`config.mk`:
```
export PLATFORM = sky130hd
export DESIGN_NAME = ula_issue
export DESIGN_NICKNAME = d
export VERILOG_FILES = /design/src/rtl/ula_pkg.sv /design/src/rtl/ula_decode.sv /design/src/rtl/ula_issue.sv
export SDC_FILE = /design/constraint.sdc
export NUM_CORES = 1
export LEC_CHECK = 0
export CAP_MARGIN = 20
export CORE_ASPECT_RATIO = 1.2
export CORE_MARGIN = 3
export CORE_UTILIZATION = 25
export CTS_BUF_LIST = sky130_fd_sc_hd__clkbuf_8 sky130_fd_sc_hd__clkbuf_16
export DETAILED_ROUTE_END_ITERATION = 7
export HOLD_SLACK_MARGIN = 0.02
export SYNTH_ARGS = -nofsm -noshare
export SYNTH_HDL_FRONTEND = slang
export SYNTH_SLANG_ARGS = --single-unit
export TNS_END_PERCENT = 1
```
`constraint.sdc`:
```
create_clock -name clk -period 1.8 [get_ports clk]
set_input_delay 0.36 -clock clk [delete_from_list [all_inputs] [get_ports clk]]
set_output_delay 0.36 -clock clk [all_outputs]
set_load 0.02 [all_outputs]
```
`src/rtl/ula_pkg.sv`:
```
// Shared constants for the ALU issue/writeback stage: ALU op codes,
// MIPS opcode/funct values and the issue FSM state encoding.
package ula_pkg;

  // ALU operation codes driven onto the ula OP port
  localparam logic [3:0] ALU_AND  = 4'b0000;
  localparam logic [3:0] ALU_OR   = 4'b0001;
  localparam logic [3:0] ALU_ADD  = 4'b0010;
  localparam logic [3:0] ALU_SLL  = 4'b0011;
  localparam logic [3:0] ALU_SRL  = 4'b0101;
  localparam logic [3:0] ALU_SUB  = 4'b0110;
  localparam logic [3:0] ALU_SLT  = 4'b0111;
  localparam logic [3:0] ALU_LUI  = 4'b1011;
  localparam logic [3:0] ALU_NOR  = 4'b1100;
  localparam logic [3:0] ALU_XOR  = 4'b1101;
  localparam logic [3:0] ALU_SLLV = 4'b1110;
  localparam logic [3:0] ALU_SRLV = 4'b1111;

  // MIPS primary opcodes
  localparam logic [5:0] OPC_RTYPE = 6'h00;
  localparam logic [5:0] OPC_BEQ   = 6'h04;
  localparam logic [5:0] OPC_BNE   = 6'h05;
  localparam logic [5:0] OPC_ADDI  = 6'h08;
  localparam logic [5:0] OPC_ADDIU = 6'h09;
  localparam logic [5:0] OPC_SLTI  = 6'h0A;
  localparam logic [5:0] OPC_ANDI  = 6'h0C;
  localparam logic [5:0] OPC_ORI   = 6'h0D;
  localparam logic [5:0] OPC_XORI  = 6'h0E;
  localparam logic [5:0] OPC_LUI   = 6'h0F;
  localparam logic [5:0] OPC_LW    = 6'h23;
  localparam logic [5:0] OPC_SW    = 6'h2B;

  // R-type funct field values
  localparam logic [5:0] FN_SLL  = 6'h00;
  localparam logic [5:0] FN_SRL  = 6'h02;
  localparam logic [5:0] FN_SRA  = 6'h03;
  localparam logic [5:0] FN_SLLV = 6'h04;
  localparam logic [5:0] FN_SRLV = 6'h06;
  localparam logic [5:0] FN_SRAV = 6'h07;
  localparam logic [5:0] FN_ADD  = 6'h20;
  localparam logic [5:0] FN_ADDU = 6'h21;
  localparam logic [5:0] FN_SUB  = 6'h22;
  localparam logic [5:0] FN_SUBU = 6'h23;
  localparam logic [5:0] FN_AND  = 6'h24;
  localparam logic [5:0] FN_OR   = 6'h25;
  localparam logic [5:0] FN_XOR  = 6'h26;
  localparam logic [5:0] FN_NOR  = 6'h27;
  localparam logic [5:0] FN_SLT  = 6'h2A;

  typedef enum logic [1:0] {
    ST_IDLE = 2'd0,
    ST_EXEC = 2'd1,
    ST_DONE = 2'd2
  } state_t;

endpackage

```
`src/rtl/ula_decode.sv`:
```
// Combinational decode of one MIPS instruction into ALU operands, op code
// and writeback/branch control flags.
module ula_decode
  import ula_pkg::*;
(
  input  logic [31:0] instr,
  input  logic [31:0] rs_val,
  input  logic [31:0] rt_val,
  output logic [3:0]  op,
  output logic [31:0] in1,
  output logic [31:0] in2,
  output logic [4:0]  shamt,
  output logic [4:0]  wb_reg,
  output logic        wb_en,
  output logic        is_branch,
  output logic        is_bne,
  output logic        illegal
);

  logic [5:0]  opcode;
  logic [5:0]  funct;
  logic [31:0] imm_sext;
  logic [31:0] imm_zext;
  logic        writes;

  assign opcode   = instr[31:26];
  assign funct    = instr[5:0];
  assign imm_sext = {{16{instr[15]}}, instr[15:0]};
  assign imm_zext = {16'h0000, instr[15:0]};

  // Decode table; unsupported encodings fall back to a harmless ADD with no writeback
  always_comb begin
    op        = ALU_ADD;
    in1       = rs_val;
    in2       = rt_val;
    shamt     = 5'd0;
    wb_reg    = 5'd0;
    writes    = 1'b0;
    is_branch = 1'b0;
    is_bne    = 1'b0;
    illegal   = 1'b0;
    case (opcode)
      OPC_RTYPE: begin
        wb_reg = instr[15:11];
        writes = 1'b1;
        case (funct)
          FN_ADD, FN_ADDU: op = ALU_ADD;
          FN_SUB, FN_SUBU: op = ALU_SUB;
          FN_AND:          op = ALU_AND;
          FN_OR:           op = ALU_OR;
          FN_XOR:          op = ALU_XOR;
          FN_NOR:          op = ALU_NOR;
          FN_SLT:          op = ALU_SLT;
          FN_SLL: begin
            op    = ALU_SLL;
            shamt = instr[10:6];
          end
          FN_SRL, FN_SRA: begin
            op    = ALU_SRL;
            shamt = instr[10:6];
          end
          // The ALU shifts by all of In1, so only the low 5 bits of rs may pass
          FN_SLLV: begin
            op  = ALU_SLLV;
            in1 = {27'd0, rs_val[4:0]};
          end
          FN_SRLV, FN_SRAV: begin
            op  = ALU_SRLV;
            in1 = {27'd0, rs_val[4:0]};
          end
          default: begin
            illegal = 1'b1;
            writes  = 1'b0;
            wb_reg  = 5'd0;
          end
        endcase
      end
      OPC_ADDI, OPC_ADDIU, OPC_LW: begin
        in2    = imm_sext;
        wb_reg = instr[20:16];
        writes = 1'b1;
      end
      OPC_SW: begin
        in2    = imm_sext;
        wb_reg = instr[20:16];
      end
      OPC_SLTI: begin
        op     = ALU_SLT;
        in2    = imm_sext;
        wb_reg = instr[20:16];
        writes = 1'b1;
      end
      OPC_ANDI: begin
        op     = ALU_AND;
        in2    = imm_zext;
        wb_reg = instr[20:16];
        writes = 1'b1;
      end
      OPC_ORI: begin
        op     = ALU_OR;
        in2    = imm_zext;
        wb_reg = instr[20:16];
        writes = 1'b1;
      end
      OPC_XORI: begin
        op     = ALU_XOR;
        in2    = imm_zext;
        wb_reg = instr[20:16];
        writes = 1'b1;
      end
      OPC_LUI: begin
        op     = ALU_LUI;
        in2    = imm_zext;
        wb_reg = instr[20:16];
        writes = 1'b1;
      end
      OPC_BEQ: begin
        op        = ALU_SUB;
        is_branch = 1'b1;
      end
      OPC_BNE: begin
        op        = ALU_SUB;
        is_branch = 1'b1;
        is_bne    = 1'b1;
      end
      default: illegal = 1'b1;
    endcase
  end

  // $0 is hardwired, so a write to it is suppressed here
  assign wb_en = writes & (wb_reg != 5'd0);

endmodule

```
`src/rtl/ula_issue.sv`:
```
// Issue/writeback stage: accepts a decoded instruction, drives the ula
// operand ports for one cycle of evaluation, then holds the writeback/branch
// record until downstream accepts it.
module ula_issue
  import ula_pkg::*;
(
  input  logic        clk,
  input  logic        rst_n,
  input  logic        in_valid,
  output logic        in_ready,
  input  logic [31:0] instr,
  input  logic [31:0] rs_val,
  input  logic [31:0] rt_val,
  output logic [3:0]  alu_op,
  output logic [31:0] alu_in1,
  output logic [31:0] alu_in2,
  output logic [4:0]  alu_shamt,
  input  logic [31:0] alu_result,
  input  logic        alu_zero,
  output logic        out_valid,
  input  logic        out_ready,
  output logic        wb_en,
  output logic [4:0]  wb_reg,
  output logic [31:0] wb_data,
  output logic        branch_taken,
  output logic        illegal
);

  state_t      state_reg;
  logic        is_branch_reg;
  logic        is_bne_reg;

  logic [3:0]  dec_op;
  logic [31:0] dec_in1;
  logic [31:0] dec_in2;
  logic [4:0]  dec_shamt;
  logic [4:0]  dec_wb_reg;
  logic        dec_wb_en;
  logic        dec_is_branch;
  logic        dec_is_bne;
  logic        dec_illegal;

  ula_decode u_decode (
    .instr     (instr),
    .rs_val    (rs_val),
    .rt_val    (rt_val),
    .op        (dec_op),
    .in1       (dec_in1),
    .in2       (dec_in2),
    .shamt     (dec_shamt),
    .wb_reg    (dec_wb_reg),
    .wb_en     (dec_wb_en),
    .is_branch (dec_is_branch),
    .is_bne    (dec_is_bne),
    .illegal   (dec_illegal)
  );

  assign in_ready  = (state_reg == ST_IDLE);
  assign out_valid = (state_reg == ST_DONE);

  // Issue FSM; alu_* registers only load on accept so they hold between records
  always_ff @(posedge clk or negedge rst_n) begin
    if (!rst_n) begin
      state_reg     <= ST_IDLE;
      alu_op        <= 4'd0;
      alu_in1       <= 32'd0;
      alu_in2       <= 32'd0;
      alu_shamt     <= 5'd0;
      wb_en         <= 1'b0;
      wb_reg        <= 5'd0;
      wb_data       <= 32'd0;
      branch_taken  <= 1'b0;
      illegal       <= 1'b0;
      is_branch_reg <= 1'b0;
      is_bne_reg    <= 1'b0;
    end else begin
      case (state_reg)
        ST_IDLE: begin
          if (in_valid) begin
            alu_op        <= dec_op;
            alu_in1       <= dec_in1;
            alu_in2       <= dec_in2;
            alu_shamt     <= dec_shamt;
            wb_en         <= dec_wb_en;
            wb_reg        <= dec_wb_reg;
            illegal       <= dec_illegal;
            is_branch_reg <= dec_is_branch;
            is_bne_reg    <= dec_is_bne;
            state_reg     <= ST_EXEC;
          end
        end
        ST_EXEC: begin
          wb_data      <= alu_result;
          branch_taken <= is_branch_reg & (alu_zero ^ is_bne_reg);
          state_reg    <= ST_DONE;
        end
        ST_DONE: begin
          if (out_ready) state_reg <= ST_IDLE;
        end
        default: state_reg <= ST_IDLE;
      endcase
    end
  end

endmodule

```
; ---- Yosys cells after proc, flatten, opt, wreduce, memory -nomap -nowiden
; Cells that the tools add are included.
[classes]
n_mux = 18
reduce_logical = 18
n_bitwise = 3
n_eq_ne = 29
[op_table]
columns = op, n
row1 = "6-bit equality test, second input constant", 11
row2 = 32-bit two-way mux, 2
row3 = 32-bit one-hot mux with 2 select lines, 1
row4 = "6-bit by 4-bit equality test with 1-bit output, second input constant", 7
row5 = 4-bit one-hot mux with 10 select lines, 1
row6 = "6-bit by 3-bit equality test with 1-bit output, second input constant", 5
row7 = 4-bit one-hot mux with 7 select lines, 1
row8 = 5-bit two-way mux, 3
row9 = 15-bit OR reduction, 1
row10 = "6-bit by 2-bit equality test with 1-bit output, second input constant", 2
row11 = 6-bit logical NOT, 2
row12 = 11-bit OR reduction, 1
row13 = 5-bit one-hot mux with 2 select lines, 1
row14 = 9-bit OR reduction, 1
row15 = 2-bit OR reduction, 4
row16 = 8-bit OR reduction, 1
row17 = 2-bit one-hot mux with 3 select lines, 1
row18 = 3-bit OR reduction, 2
row19 = 5-bit nonzero test, 1
row20 = 5-bit OR reduction, 1
row21 = 1-bit two-way mux, 4
row22 = 2-bit two-way mux, 2
row23 = 1-bit one-hot mux with 2 select lines, 2
row24 = 2-bit AND reduction, 2
row25 = 8 further kinds, 9
[word_totals]
ff_bits = 117

; ---- Longest topological paths before layout
; Gate-level depths: netlist (run 1).
[logic_depth]
word_depth = 6
mapped_depth = 8
mapped_depth_nobuf = 5

; ---- Hierarchy
; From an unflattened synthesis (run 1), not the netlist that was laid out.
[hier_totals]
hier_cells = 398
hier_area_um2 = 5984.5
[by_module_without_submodules]
columns = module, cells_per_inst, area_per_inst_um2, n_inst
row1 = ula_issue, 253, 4848.4, 1
row2 = ula_decode, 145, 1136.1, 1

; ---- Least setup slack after synthesis (run 1)
; OpenSTA, ideal clock, no wires.
[synth_timing]
kind = register to register
start = reg state_reg[1]
end = reg alu_in2[0]
slack_ns = -0.114
setup_ns = 0.142
arrival_ns = 1.773
path_buffers = 2
stages_incl_launch_ff = 7
path_cell_list = dfrtp_1 > nor2_1 > nand2_1 > inv_1 > clkbuf_1 > clkbuf_1 > a31oi_1
[synth_between]
elab_chain_cells = 2
[synth_lines]
columns = item, line
row1 = from (decl), ula_issue.sv:29  ; state_t state_reg;
row2 = from (signal assigned), ula_issue.sv:64  ; state_reg <= ST_IDLE;
row3 = from (signal assigned), ula_issue.sv:89  ; state_reg <= ST_EXEC;
row4 = from (signal assigned), ula_issue.sv:95  ; state_reg <= ST_DONE;
row5 = 2-bit logical NOT, -
row6 = named net in_ready, ula_issue.sv:10  ; output logic in_ready,
row7 = 2-bit AND reduction (no line), -
row8 = to (signal assigned), ula_issue.sv:82  ; alu_in2 <= dec_in2;
row9 = to (decl), ula_issue.sv:16  ; output logic [31:0] alu_in2,
; The timed path passes the listed nets, and every way through them passes these cells.
; A chain may end at the register's enable or synchronous reset.

; ---- Final worst setup path (run 1)
[layout_timing]
start = reg alu_in1[22]
end = out alu_in1[22]
[layout_lines]
columns = item, line
row1 = from (decl), ula_issue.sv:15  ; output logic [31:0] alu_in1,
row2 = from (signal assigned), ula_issue.sv:81  ; alu_in1 <= dec_in1;
; No word-level cell between the ends.

==> results of run 1 <==
==> per-stage QoR <==
| stage | setup TNS, ns | instance area, um^2 | std cells | total power [W] |
|---|---|---|---|---|
| 3_5_place_dp | -34.15 | 7973 | 960 | 0.01098 |
| 2_1_floorplan | -1.822 | 4905 | 439 | 0.007524 |
| 4_1_cts | -1.175 | 8587 | 993 | 0.01447 |
| 6_report | 0 | 8751 | 998 | 0.01430 |
| 5_1_grt | -0.1983 | 8751 | 998 | 0.01511 |
| 3_3_place_gp | -29.77 | 7973 | 960 | 0.01081 |
==> final cells by class <==
| class | instances | area, um^2 |
|---|---|---|
| Clock inverter | 15 | 181.4 |
| Multi-Input combinational cell | 291 | 1891 |
| Sequential cell | 117 | 2928 |
| Tap cell | 256 | 320.3 |
| Fill cell | 1770 | 10310 |
| Timing Repair Buffer | 298 | 2988 |
| Inverter | 4 | 17.52 |
| Clock buffer | 17 | 425.4 |
==> Yosys cell counts, drive strengths merged (2+ instances only) <==
cell type,n,share of area [%]
nor2b,3,0.38
nand2,80,6.1
nor3,3,0.31
or4,2,0.38
or3,2,0.26
a211oi,2,0.41
nand3b,3,0.71
mux2i,2,0.41
a22o,32,5.7
a21oi,21,2.4
a31oi,18,2.3
nor4,3,0.69
buf,15,1.9
clkbuf,15,1.1
nand3,2,0.20
inv,4,0.31
a221o,6,1.2
and3,5,0.64
dfrtp,117,60
o21ai,11,1.1
nor2,43,3.4
mux2,33,7.6
nand2b,5,0.64
o31ai,2,0.31
==> power by group <==
part	switching (W)	leakage, nW	internal (W)	total [W]
clock network	0.00126	0.287	0.00218	0.00344
logic	0.00321	2.34	0.00325	0.00646
registers	0.000626	1.40	0.00378	0.00441
==> metal layers <==
metal / GRT usage, % / routed length, um / vias up / part of all wire, %
met5: 0 / 0 / - / 0
met4: 3.835 / 223 / 0 / 1.3
met3: 5.215 / 1196 / 18 / 7.1
met2: 26.37 / 8365 / 174 / 50
met1: 19.16 / 7046 / 2209 / 42
li1: - / - / 2133 / -
==> cell usage in the layout, fill, tap and decap left out, types with 3 or more instances in the layout <==
master	netlist	routed
dlygate4sd2_1	0	6
nand2b_1	5	5
bufinv_16	0	3
dfrtp_1	117	117
buf_12	0	7
a31oi_1	18	18
clkdlybuf4s50_1	0	209
buf_4	1	49
clkbuf_16	0	17
clkinvlp_4	0	4
inv_1	4	4
nor2b_1	3	3
nand2_1	80	79
a22o_1	32	32
mux2_2	33	33
a221o_1	6	6
a21oi_4	1	4
nor2_1	42	40
dlymetal6s2s_1	0	26
and3_1	5	5
o21ai_0	10	9
a21oi_1	20	20
clkinv_4	0	4
nor3_1	3	3
==> how the worst max path moves through the flow <==
stage / to / cells after the start
floorplan: alu_in1[11] / 7
finish: alu_in1[22] / 1
detailed placement: alu_in1[7] / 6
CTS: alu_in1[7] / 6
global placement: alu_in1[24] / 6
global route: alu_in2[10] / 7
==> kinds of logic (layout without fill, tap and decap cells) <==
family,Yosys count,in the layout
AOI/OAI and AO/OA,98,101
muxes,35,35
and+or+nand+nor,154,154
DFF,117,117
buffers and inverters,34,334
xor gates and xnor gates,1,1
==> timing repair <==
action | CTS | global route
gates resized for setup | 7 | 36
endpoints found under the hold margin | 30 | 0
setup buffers | 0 | 2
hold buffers | 1 | 0
cloned | 0 | 3
setup endpoints to repair | 55 | 95
pin swaps | 2 | 3
==> results.cfg, run 1 <==
[synthesis]
synth_edf_count = 0
mappedNetlistArea_um2 = 4902
synth_compound_area_share_pct = 14.50
post_synth.cell_area_avg_um2 = 11.17
synth.distinct_cells = 44
ys_seq_area_share_pct = 59.72
synth-simple-area-share_pct = 14.24
ys.flop_type = dfrtp_1
syn_inst = 439
synthArstFlopShare_pct = 100.0
syn_nets = 572
synth_top_family_by_area = compound AO/OA/AOI/OAI gates
synthMuxAreaShare_pct = 7.989
ys_warn_count = 0
yosys.area_share.xor_xnor_pct = 0.1787
synth_fa_ha_area_share_pct = 0
yosys_register_bits = 117

[run_status]
outcome = finished clean

[cts]
cts.clk_slew.worst_paths_ns = 0.06
cts.root.buffer_cell = clkbuf_16
cts.sinks = 117
clock_path_buffers = 2
cts_buffers = 17
htreeDepth = 4
clk_latency_ns = 0.41
cts_tree = built

[place]
port_buffers = 242
place_congestion = 0.8085
place_ws_ns = -0.5972
hpwl_um = 12740

[setup_path]
critPathBufInv = 1
worstPathArrival_ns = 1.41
timing.rr.end = alu_in2[25]
cp_top_family = buffers and inverters
cp.required_ns = 1.44
path_cells = clkdlybuf4s50_1
slowest_delay_ns = 0.62
slowest_stage = clkdlybuf4s50_1
rr_startpoint = state_reg[1]
crit_start = alu_in1[22]
ff2ff_path_depth = 6
cp_max_fo = 2
critPathKind = reg2out
crit_path_end_kind = primary output
startpoint_type = flop
rrSetupSlack_ns = 0.16

[sta]
fin_crit_sh_pct = 98.16
fmax_ghz = 0.5659
hold_ws_ns = 0.4555
finalSetupViolCount = 0
timing.final.ws_setup_ns = 0.03303
hold_viol = 0
relSlewSlack_pct = 68.59
tightest_slew_ns = 0.4711
rsz0062_at_grt = true
fin_crit_ns = 1.767
fin_skew_ns = 0.007621
slew_violations = 0

[floorplanning]
die-area_um2 = 21330
num_rows = 55
die_h_um = 159.4
io_pins = 248
start_util_pct = 25.72
core_um2 = 19060
die-width_um = 133.8

[drt]
wl_per_cell_um = 16.87
vias_per_cell = 4.543
drc_errors = 0
wl_um = 16830
drt.antenna.violating_nets = 0
drt_iter0_drc = 193
num_vias = 4534
drtPass1Iterations = 4

[pwr]
vdd_drop_max_mv = 0.6984
p_leak_nw = 4.033
power.density_nw_per_um2 = 1635

[global_routing]
grt_pass1_wl_um = 26470
grt.overflow.total = 0
antenna_found_initial = 0
grt_pass1_vias = 4824
grt_max_degree = 35
grt_usage_pct = 15.59

[final_layout]
num_antenna_cells = 0
top_regs = alu_in1: 32 flops, alu_in2: 32 flops, wb_data: 32 flops
area_growth_pct = 78.51
drive_above_1_share_pct = 18.60
nets = 862
fin_util_pct = 45.91

[worst_hold_path]
min_path_type = in2async

[job]
cap_violations = 0
(Power assumes the default switching activity.)
==> run 2, diff against run 1 <==
Settings changed: GPL_ROUTABILITY_DRIVEN set to 0.
==> results of run 2 <==
The final DEF is identical to that of run 1; final timing and power are the same.
